<file path="config.mk">
export PLATFORM = sky130hd
export DESIGN_NAME = motoro3_step_sequencer
export DESIGN_NICKNAME = d
export VERILOG_FILES = /design/src/rtl/motoro3_step_sequencer.sv
export SDC_FILE = /design/constraint.sdc
export NUM_CORES = 1
export LEC_CHECK = 0
export ABC_AREA = 1
export ABC_CLOCK_PERIOD_IN_PS = 2650
export CAP_MARGIN = 10
export CORE_ASPECT_RATIO = 0.9
export CORE_UTILIZATION = 35
export CTS_CLUSTER_SIZE = 10
export DETAILED_ROUTE_END_ITERATION = 12
export HOLD_SLACK_MARGIN = 0.05
export PLACE_DENSITY_LB_ADDON = 0.25
export SLEW_MARGIN = 0
export SYNTH_ARGS = -nofsm -noshare
export SYNTH_HDL_FRONTEND = slang
export SYNTH_SLANG_ARGS = --single-unit
export TNS_END_PERCENT = 10
</file>
<file path="constraint.sdc">
create_clock -name clk -period 2.65 [get_ports clk]
set_input_delay 0.53 -clock clk [delete_from_list [all_inputs] [get_ports clk]]
set_output_delay 0.53 -clock clk [all_outputs]
set_load 0.01 [all_outputs]
</file>
<file path="src/rtl/motoro3_step_sequencer.sv">
// Six-step commutation sequencer for a BLDC motor: holds the rotor aligned,
// runs the 1..6 commutation sequence at a programmable step period, then brakes.
module motoro3_step_sequencer #(
  parameter int ALIGN_PERIODS = 16,
  parameter int BRAKE_PERIODS = 8
) (
  input  logic        clk,
  input  logic        nRst,
  input  logic        m3r_run,
  input  logic        m3r_dir,
  input  logic [24:0] m3r_stepCNT_speedSET,
  output logic [3:0]  m3step,
  output logic [24:0] m3cnt,
  output logic        m3cntLast1,
  output logic        m3stepPulse,
  output logic        m3busy
);

  typedef enum logic [1:0] {
    IDLE,
    ALIGN,
    RUN,
    BRAKE
  } state_t;

  localparam logic [3:0]  STEP_OFF   = 4'd0;
  localparam logic [3:0]  STEP_FIRST = 4'd1;
  localparam logic [3:0]  STEP_LAST  = 4'd6;
  localparam logic [3:0]  STEP_BRAKE = 4'd8;
  localparam logic [24:0] PERIOD_MIN = 25'd2;

  localparam int PC_MAX = (ALIGN_PERIODS > BRAKE_PERIODS) ? ALIGN_PERIODS : BRAKE_PERIODS;
  localparam int PC_W   = (PC_MAX < 2) ? 1 : $clog2(PC_MAX + 1);

  localparam logic [PC_W-1:0] ALIGN_LAST = PC_W'(ALIGN_PERIODS - 1);
  localparam logic [PC_W-1:0] BRAKE_LAST = PC_W'(BRAKE_PERIODS - 1);

  state_t          state, state_nxt;
  logic [24:0]     period, period_nxt, period_set;
  logic [PC_W-1:0] pcnt, pcnt_nxt;
  logic [24:0]     cnt_nxt;
  logic [3:0]      step_nxt, step_adv;
  logic            pulse_nxt;
  logic            busy_nxt;
  logic            wrap;

  // Periods below 2 would make the first and last cycle coincide.
  assign period_set = (m3r_stepCNT_speedSET < PERIOD_MIN) ? PERIOD_MIN : m3r_stepCNT_speedSET;

  assign wrap       = (state != IDLE) && (m3cnt == period - 25'd1);
  assign m3cntLast1 = wrap;

  always_comb begin
    step_adv = STEP_FIRST;
    if (m3r_dir) begin
      step_adv = (m3step <= STEP_FIRST) ? STEP_LAST : m3step - 4'd1;
    end else begin
      step_adv = (m3step >= STEP_LAST) ? STEP_FIRST : m3step + 4'd1;
    end
  end

  // NOTE: every output of this block gets a default first so no path infers a latch.
  always_comb begin
    state_nxt  = state;
    cnt_nxt    = m3cnt;
    step_nxt   = m3step;
    pcnt_nxt   = pcnt;
    period_nxt = period;
    pulse_nxt  = 1'b0;

    if (state == IDLE) begin
      cnt_nxt  = '0;
      step_nxt = STEP_OFF;
      if (m3r_run) begin
        state_nxt  = ALIGN;
        step_nxt   = STEP_FIRST;
        pcnt_nxt   = '0;
        period_nxt = period_set;
        pulse_nxt  = 1'b1;
      end
    end else if (wrap) begin
      cnt_nxt    = '0;
      period_nxt = period_set;
      pulse_nxt  = 1'b1;
      unique case (state)
        ALIGN: begin
          if (!m3r_run) begin
            state_nxt = BRAKE;
            step_nxt  = STEP_BRAKE;
            pcnt_nxt  = '0;
          end else if (pcnt == ALIGN_LAST) begin
            state_nxt = RUN;
            step_nxt  = step_adv;
            pcnt_nxt  = '0;
          end else begin
            pcnt_nxt = pcnt + 1'b1;
          end
        end
        RUN: begin
          if (!m3r_run) begin
            state_nxt = BRAKE;
            step_nxt  = STEP_BRAKE;
            pcnt_nxt  = '0;
          end else begin
            step_nxt = step_adv;
          end
        end
        BRAKE: begin
          // Run requests are ignored here: the brake always completes first.
          if (pcnt == BRAKE_LAST) begin
            state_nxt = IDLE;
            step_nxt  = STEP_OFF;
            pcnt_nxt  = '0;
            pulse_nxt = 1'b0;
          end else begin
            pcnt_nxt = pcnt + 1'b1;
          end
        end
        default: begin
          state_nxt = IDLE;
          step_nxt  = STEP_OFF;
        end
      endcase
    end else begin
      cnt_nxt = m3cnt + 25'd1;
    end

    busy_nxt = (state_nxt != IDLE);
  end

  // NOTE: reset is synchronous, so it lives inside the clocked branch rather than the sensitivity list.
  always_ff @(posedge clk) begin
    if (!nRst) begin
      state       <= IDLE;
      m3step      <= STEP_OFF;
      m3cnt       <= '0;
      m3stepPulse <= 1'b0;
      m3busy      <= 1'b0;
      period      <= PERIOD_MIN;
      pcnt        <= '0;
    end else begin
      // NOTE: non-blocking assignments keep every register sampling pre-edge values.
      state       <= state_nxt;
      m3step      <= step_nxt;
      m3cnt       <= cnt_nxt;
      m3stepPulse <= pulse_nxt;
      m3busy      <= busy_nxt;
      period      <= period_nxt;
      pcnt        <= pcnt_nxt;
    end
  end

endmodule

</file>
* After elaboration in Yosys (flattened, before gate mapping)
Cells that the tools add are included.
** Word-level totals
- Output and inout port bits :: 32
- Bits in registers :: 63
- Bits of input ports :: 29
- Logic and storage cells :: 72
** Cells by class
- Bitwise logic cells :: 1
- Reductions and logical operators :: 10
- Magnitude comparators :: 3
- Eq/ne operators :: 10
- Multiplexer cells :: 36
- Add/subtract/negate cells :: 5
** Operators with widths (number)
- 25-bit 2-to-1 mux :: 4
- 4-bit 2-to-1 mux :: 9
- 5-bit 2-to-1 mux :: 7
- 25-bit by 1-bit adder with 25-bit output (second input constant) :: 1
- 25-bit equality test :: 1
- 25-bit by 2-bit less-than comparator with 1-bit output (second input constant) :: 1
- 25-bit by 1-bit subtractor with 25-bit output (second input constant) :: 1
- 5-bit case mux with 3 select lines :: 1
- 2-bit 2-to-1 mux :: 7
- 4-bit case mux with 3 select lines :: 1
- 1-bit 2-to-1 mux :: 6
- 3-bit inequality test (second input constant) :: 2
- 2-bit case mux with 3 select lines :: 1
- 2-bit nonzero test :: 3
- 5-bit by 1-bit adder with 5-bit output (second input constant) :: 1
- 5-bit by 3-bit equality test with 1-bit output (second input constant) :: 1
- 5-bit by 4-bit equality test with 1-bit output (second input constant) :: 1
- 4-bit by 1-bit adder with 4-bit output (second input constant) :: 1
- 2-bit equality test (second input constant) :: 2
- 4-bit by 3-bit greater-or-equal comparator with 1-bit output (second input constant) :: 1
- 4-bit by 1-bit <= comparator with 1-bit output (second input constant) :: 1
- 4-bit inequality test (second input constant) :: 1
- 4-bit AND reduction :: 1
- 4-bit nonzero test :: 1
- other kinds (9) :: 9

* Depth between registers and ports, before layout
Gate-level depths: netlist of run 1.
- Depth after elaboration :: 8
- Gate-level depth with buffers :: 20
- Gate-level depth less buffers :: 20

* Least setup slack after synthesis of run 1
No wires, ideal clock.
- Kind :: register -> output
- Start point :: register period[0]
- End point :: output port m3cntLast1
- Stages on the path, launching flop included :: 14
- Data required time :: 2.120 ns
- Slack :: 0.376 ns
- Buffers on the path :: 0
- Arrival :: 1.744 ns
- Path through :: dfxtp_1 -> inv_1 -> ha_1 -> nand2_2 -> nor2_8 -> nand2_1 -> xor2_1 -> nor2_1 -> nand2_1 -> clkinv_1 -> nand2_1 -> nor2_4 -> nand3_4 -> inv_1
** Between the ends
- Cells in the longest elaborated chain, start to end :: 3
** Ends and longest elaborated chain
- start, declared :: line 39 : logic [24:0] period, period_nxt, period_set;
- start signal, assigned :: line 148 : period <= period_nxt;
- 25-bit by 1-bit subtractor with 25-bit output :: line 50 : assign wrap = (state != IDLE) && (m3cnt == period - 25'd1);
- 25-bit equality test :: line 50
- 1-bit logical AND :: line 50
- end, declared :: line 14 : output logic m3cntLast1,
No other way between the ends.

* Worst setup path in the final report of run 1
- Start point :: register period[1]
- End point :: output port m3cntLast1
The elaborated chain is that of the path after synthesis.

==> results.py, run 1 <==
metrics = {
    "cts": {
        "cts_root_buffer": "clkbuf_16",
        "cts_buffers": 9,
        "clk_latency_ns": 0.35,
        "cts.clk_slew.worst_paths_ns": 0.05,
        "hold_buffers": 0,
        "clock_path_buffers": 2,
        "clkSinkCount": 63,
        "tritoncts": "yes",
        "h-tree-depth": 3,
    },
    "route": {
        "drtAntennaViolNets": 0,
        "drt-total-wl_mm": 12.5,
        "drtIter0Drc": 189,
        "wl_per_cell_um": 13.3,
        "via_per_inst": 4.84,
        "route.detailed.drc": 0,
        "vias": 4549,
        "drt_pass1_iterations": 4,
    },
    "yosys": {
        "synth_common_cells": "nand2_1 (160), inv_1 (85), nor2_1 (84), dfxtp_1 (63), nand3_1 (54)",
        "yosysWarnings": 0,
        "ys_top_cells_by_area": "dfxtp_1 (29%), nand2_1 (14%), inv_1 (7.3%), nor2_1 (7.2%), nand3_1 (6.2%)",
        "synth_most_common_cell": "nand2_1",
        "syn_avg_cell_area_um2": 6.59,
        "syn_area_mm2": 0.00437,
        "synth_cell_types": 43,
        "syn_inst": 663,
        "yosysTopAreaCell": "dfxtp_1",
        "synth_nets": 705,
        "synth-seq-cells": 63,
        "ys_seq_area_share_pct": 28.8,
        "synth-async-reset-ratio_pct": 0,
        "synth_ff_type": "dfxtp_1",
        "synth-edff-count": 0,
        "synth.top_cell.area_share_pct": 28.8,
    },
    "sta": {
        "tightestPinTransition_ns": 0.539,
        "finClkSkew_ns": 0.00829,
        "hold_viol": 0,
        "period_needed_ns": 2.67,
        "post-route-period-util_pct": 101,
        "maxSlewViolCount": 0,
        "setup-tns-final_ns": -0.0204,
        "fmax_mhz": 374,
        "setup_ws_ns": -0.0204,
        "relSlewSlack_pct": 63.9,
        "setup-violations-final": 1,
        "rsz0062_at_grt": "yes",
    },
    "place": {
        "routabilityCongestion": 0.906,
        "placed_area_mm2": 0.00545,
        "dp.cells": 918,
        "dp_hpwl_mm": 9.76,
        "port_buffers": 60,
    },
    "setup_path": {
        "slowest_delay_ns": 0.33,
        "reg2reg_to": "period[17]$_SDFFE_PN0P_",
        "r2r_slack_ns": 0.27,
        "path_max_fanout": 2,
        "cp_top_family": "simple AND/OR/NAND/NOR gates",
        "path_buf_inv": 4,
        "critPathKind": "reg -> out",
        "timing.critical_path.mode_cell": "nand2_1",
        "reg2reg_from": "period[1]$_SDFFE_PN1P_",
        "reg2regPathDepth": 20,
        "slowest_stage": "dfxtp_2",
        "end_kind": "output port",
        "critPathLaunch": "period[1]$_SDFFE_PN1P_",
        "worstSetupStartpointType": "flop",
        "worstPathCellList": "inv_2 > ha_4 > inv_2 > nand2_1 > nand2_1 > nor2_1 > nand2_1 > nor2_2 > nand2_1 > nor2_2 > nand2_1 > nor2_1 > nand2_1 > nor2_4 > nand3_4 > inv_2 > buf_6",
        "required_ns": 2.12,
        "critical_path_arrival_ns": 2.14,
    },
    "floorplanning": {
        "die-area_mm2": 0.0129,
        "core_mm2": 0.0121,
        "die_x_um": 120,
        "start_util_pct": 36.1,
        "io_pins": 61,
        "num_rows": 38,
        "die_h_um": 108,
    },
    "pwr": {
        "power_density_mw_per_mm2": 490,
        "leakagePower_nw": 2.51,
        "vdd_drop_max_mv": 0.301,
    },
    "finish": {
        "postLayoutCellArea_mm2": 0.00590,
        "drive_above_1_share_pct": 18.4,
        "multi_input_area_mm2": 0.00275,
        "final_nets": 816,
        "insertedDiodeCount": 0,
        "areaGrowthSynthToFinish_pct": 35.0,
        "num-fill-cells": 1249,
        "final_cells": 939,
        "register_area_mm2": 0.00126,
    },
    "grt": {
        "track_usage_pct": 20.3,
        "grt_pass1_vias": 4295,
        "antenna_found_initial": 0,
        "grt_overflow": 0,
        "grt_max_degree": 26,
        "grt_pass1_wl_mm": 20.5,
    },
    "hold_path": {
        "hold_end": "period[23]$_SDFFE_PN0P_",
        "holdPathStages": 2,
        "hp-start": "period[23]$_SDFFE_PN0P_",
        "hold_class": "reg -> reg",
    },
    "outcome": {
        "violations": "negative setup slack",
        "status": "complete, but fails checks",
    },
    "job": {
        "cap_violations": 0,
    },
}
==> metal layers <==
layer  share of wire, %  vias up  global-route usage [%]
met1                 48     2093                    25.4
met5                  0        -                       0
met4                2.4        0                    8.93
met3                3.7       23                    4.27
met2                 46       83                    33.8
li1                   -     2350                       -
==> through the flow <==
stage | hold WS, ns | setup WS [ns] | total power [mW] | util, %
floorplan | 0.460 | 0.376 | 1.43 | -
global placement | 0.484 | -0.153 | 1.63 | 45.0
detailed placement | 0.495 | -0.242 | 1.64 | 45.0
CTS | 0.506 | -0.158 | 2.90 | 48.1
global route | 0.524 | -0.193 | 3.04 | 48.7
finish | 0.502 | -0.0204 | 2.89 | 48.7
==> cell usage in the layout (no fill, tap or decap), types with 9 or more instances in the layout <==
master	synthesis	final
a21oi_1	20	20
a21oi_2	16	16
buf_4	0	48
clkbuf_16	0	9
clkdlybuf4s50_1	0	59
dfxtp_1	63	61
ha_1	13	12
inv_1	85	81
nand2_1	160	159
nand2_2	22	22
nand3_1	54	54
nand4_1	13	13
nor2_1	84	78
nor2_2	11	14
nor3_1	13	13
o21ai_1	10	10
xnor2_1	11	11
xor2_1	22	22
==> worst min-delay path, cell delays in order, from the launching register on <==
cell	delay, ns
dfxtp_1	0.33
nand2_1	0.08
a21oi_2	0.05
==> report_power, final <==
| group | internal [mW] | switching, mW | total, mW |
|---|---|---|---|
| clock network | 0.801 | 0.428 | 1.23 |
| registers | 0.989 | 0.0423 | 1.03 |
| logic | 0.265 | 0.367 | 0.632 |
==> worst max path at each step <==
stage | endpoint | slack, ns | cells after the start
global route | m3cntLast1 | -0.19 | 17
finish | m3cntLast1 | -0.02 | 17
CTS | m3cntLast1 | -0.16 | 17
detailed placement | m3cntLast1 | -0.24 | 17
floorplan | m3cntLast1 | 0.38 | 13
global placement | m3cntLast1 | -0.15 | 12
==> final cells by class <==
cell class                      instances  share of cell area (%)
Multi-Input combinational cell        498                    46.6
Timing Repair Buffer                  111                    17.5
Clock inverter                          3                   0.679
Clock buffer                           13                    4.58
Sequential cell                        63                    21.4
Tap cell                              160                    3.39
Inverter                               91                    5.87
==> registers in the layout (all words and copies together), names as in the netlist <==
signal,count
m3busy,1
m3cnt,25
m3step,4
m3stepPulse,1
pcnt,5
period,25
state,2
==> what timing repair did <==
item,CTS,global route
pin swaps,8,8
endpoints found under the setup margin,23,41
resized for setup,17,11
cloned,1,2
setup buffers,2,1
==> kinds of logic (layout without fill, tap and decap cells) <==
kind of cell             Yosys count  in the layout  synth area share, %
AND/OR/NAND/NOR                  383            385                 40.4
buffers and inverters            104            218                 10.2
AO/OA/AOI/OAI                     66             66                 9.67
flip-flops                        63             63                 28.8
XOR/XNOR                          34             34                 7.13
adder cells (fa/ha/maj)           13             13                 3.72
Power figures use the tool's default switching activity.
==> run 2: changes to the inputs <==
Settings changed: SLEW_MARGIN 0 to default.
==> results of run 2 <==
Same layout as run 1: the final DEF is identical, and so are final timing and power.
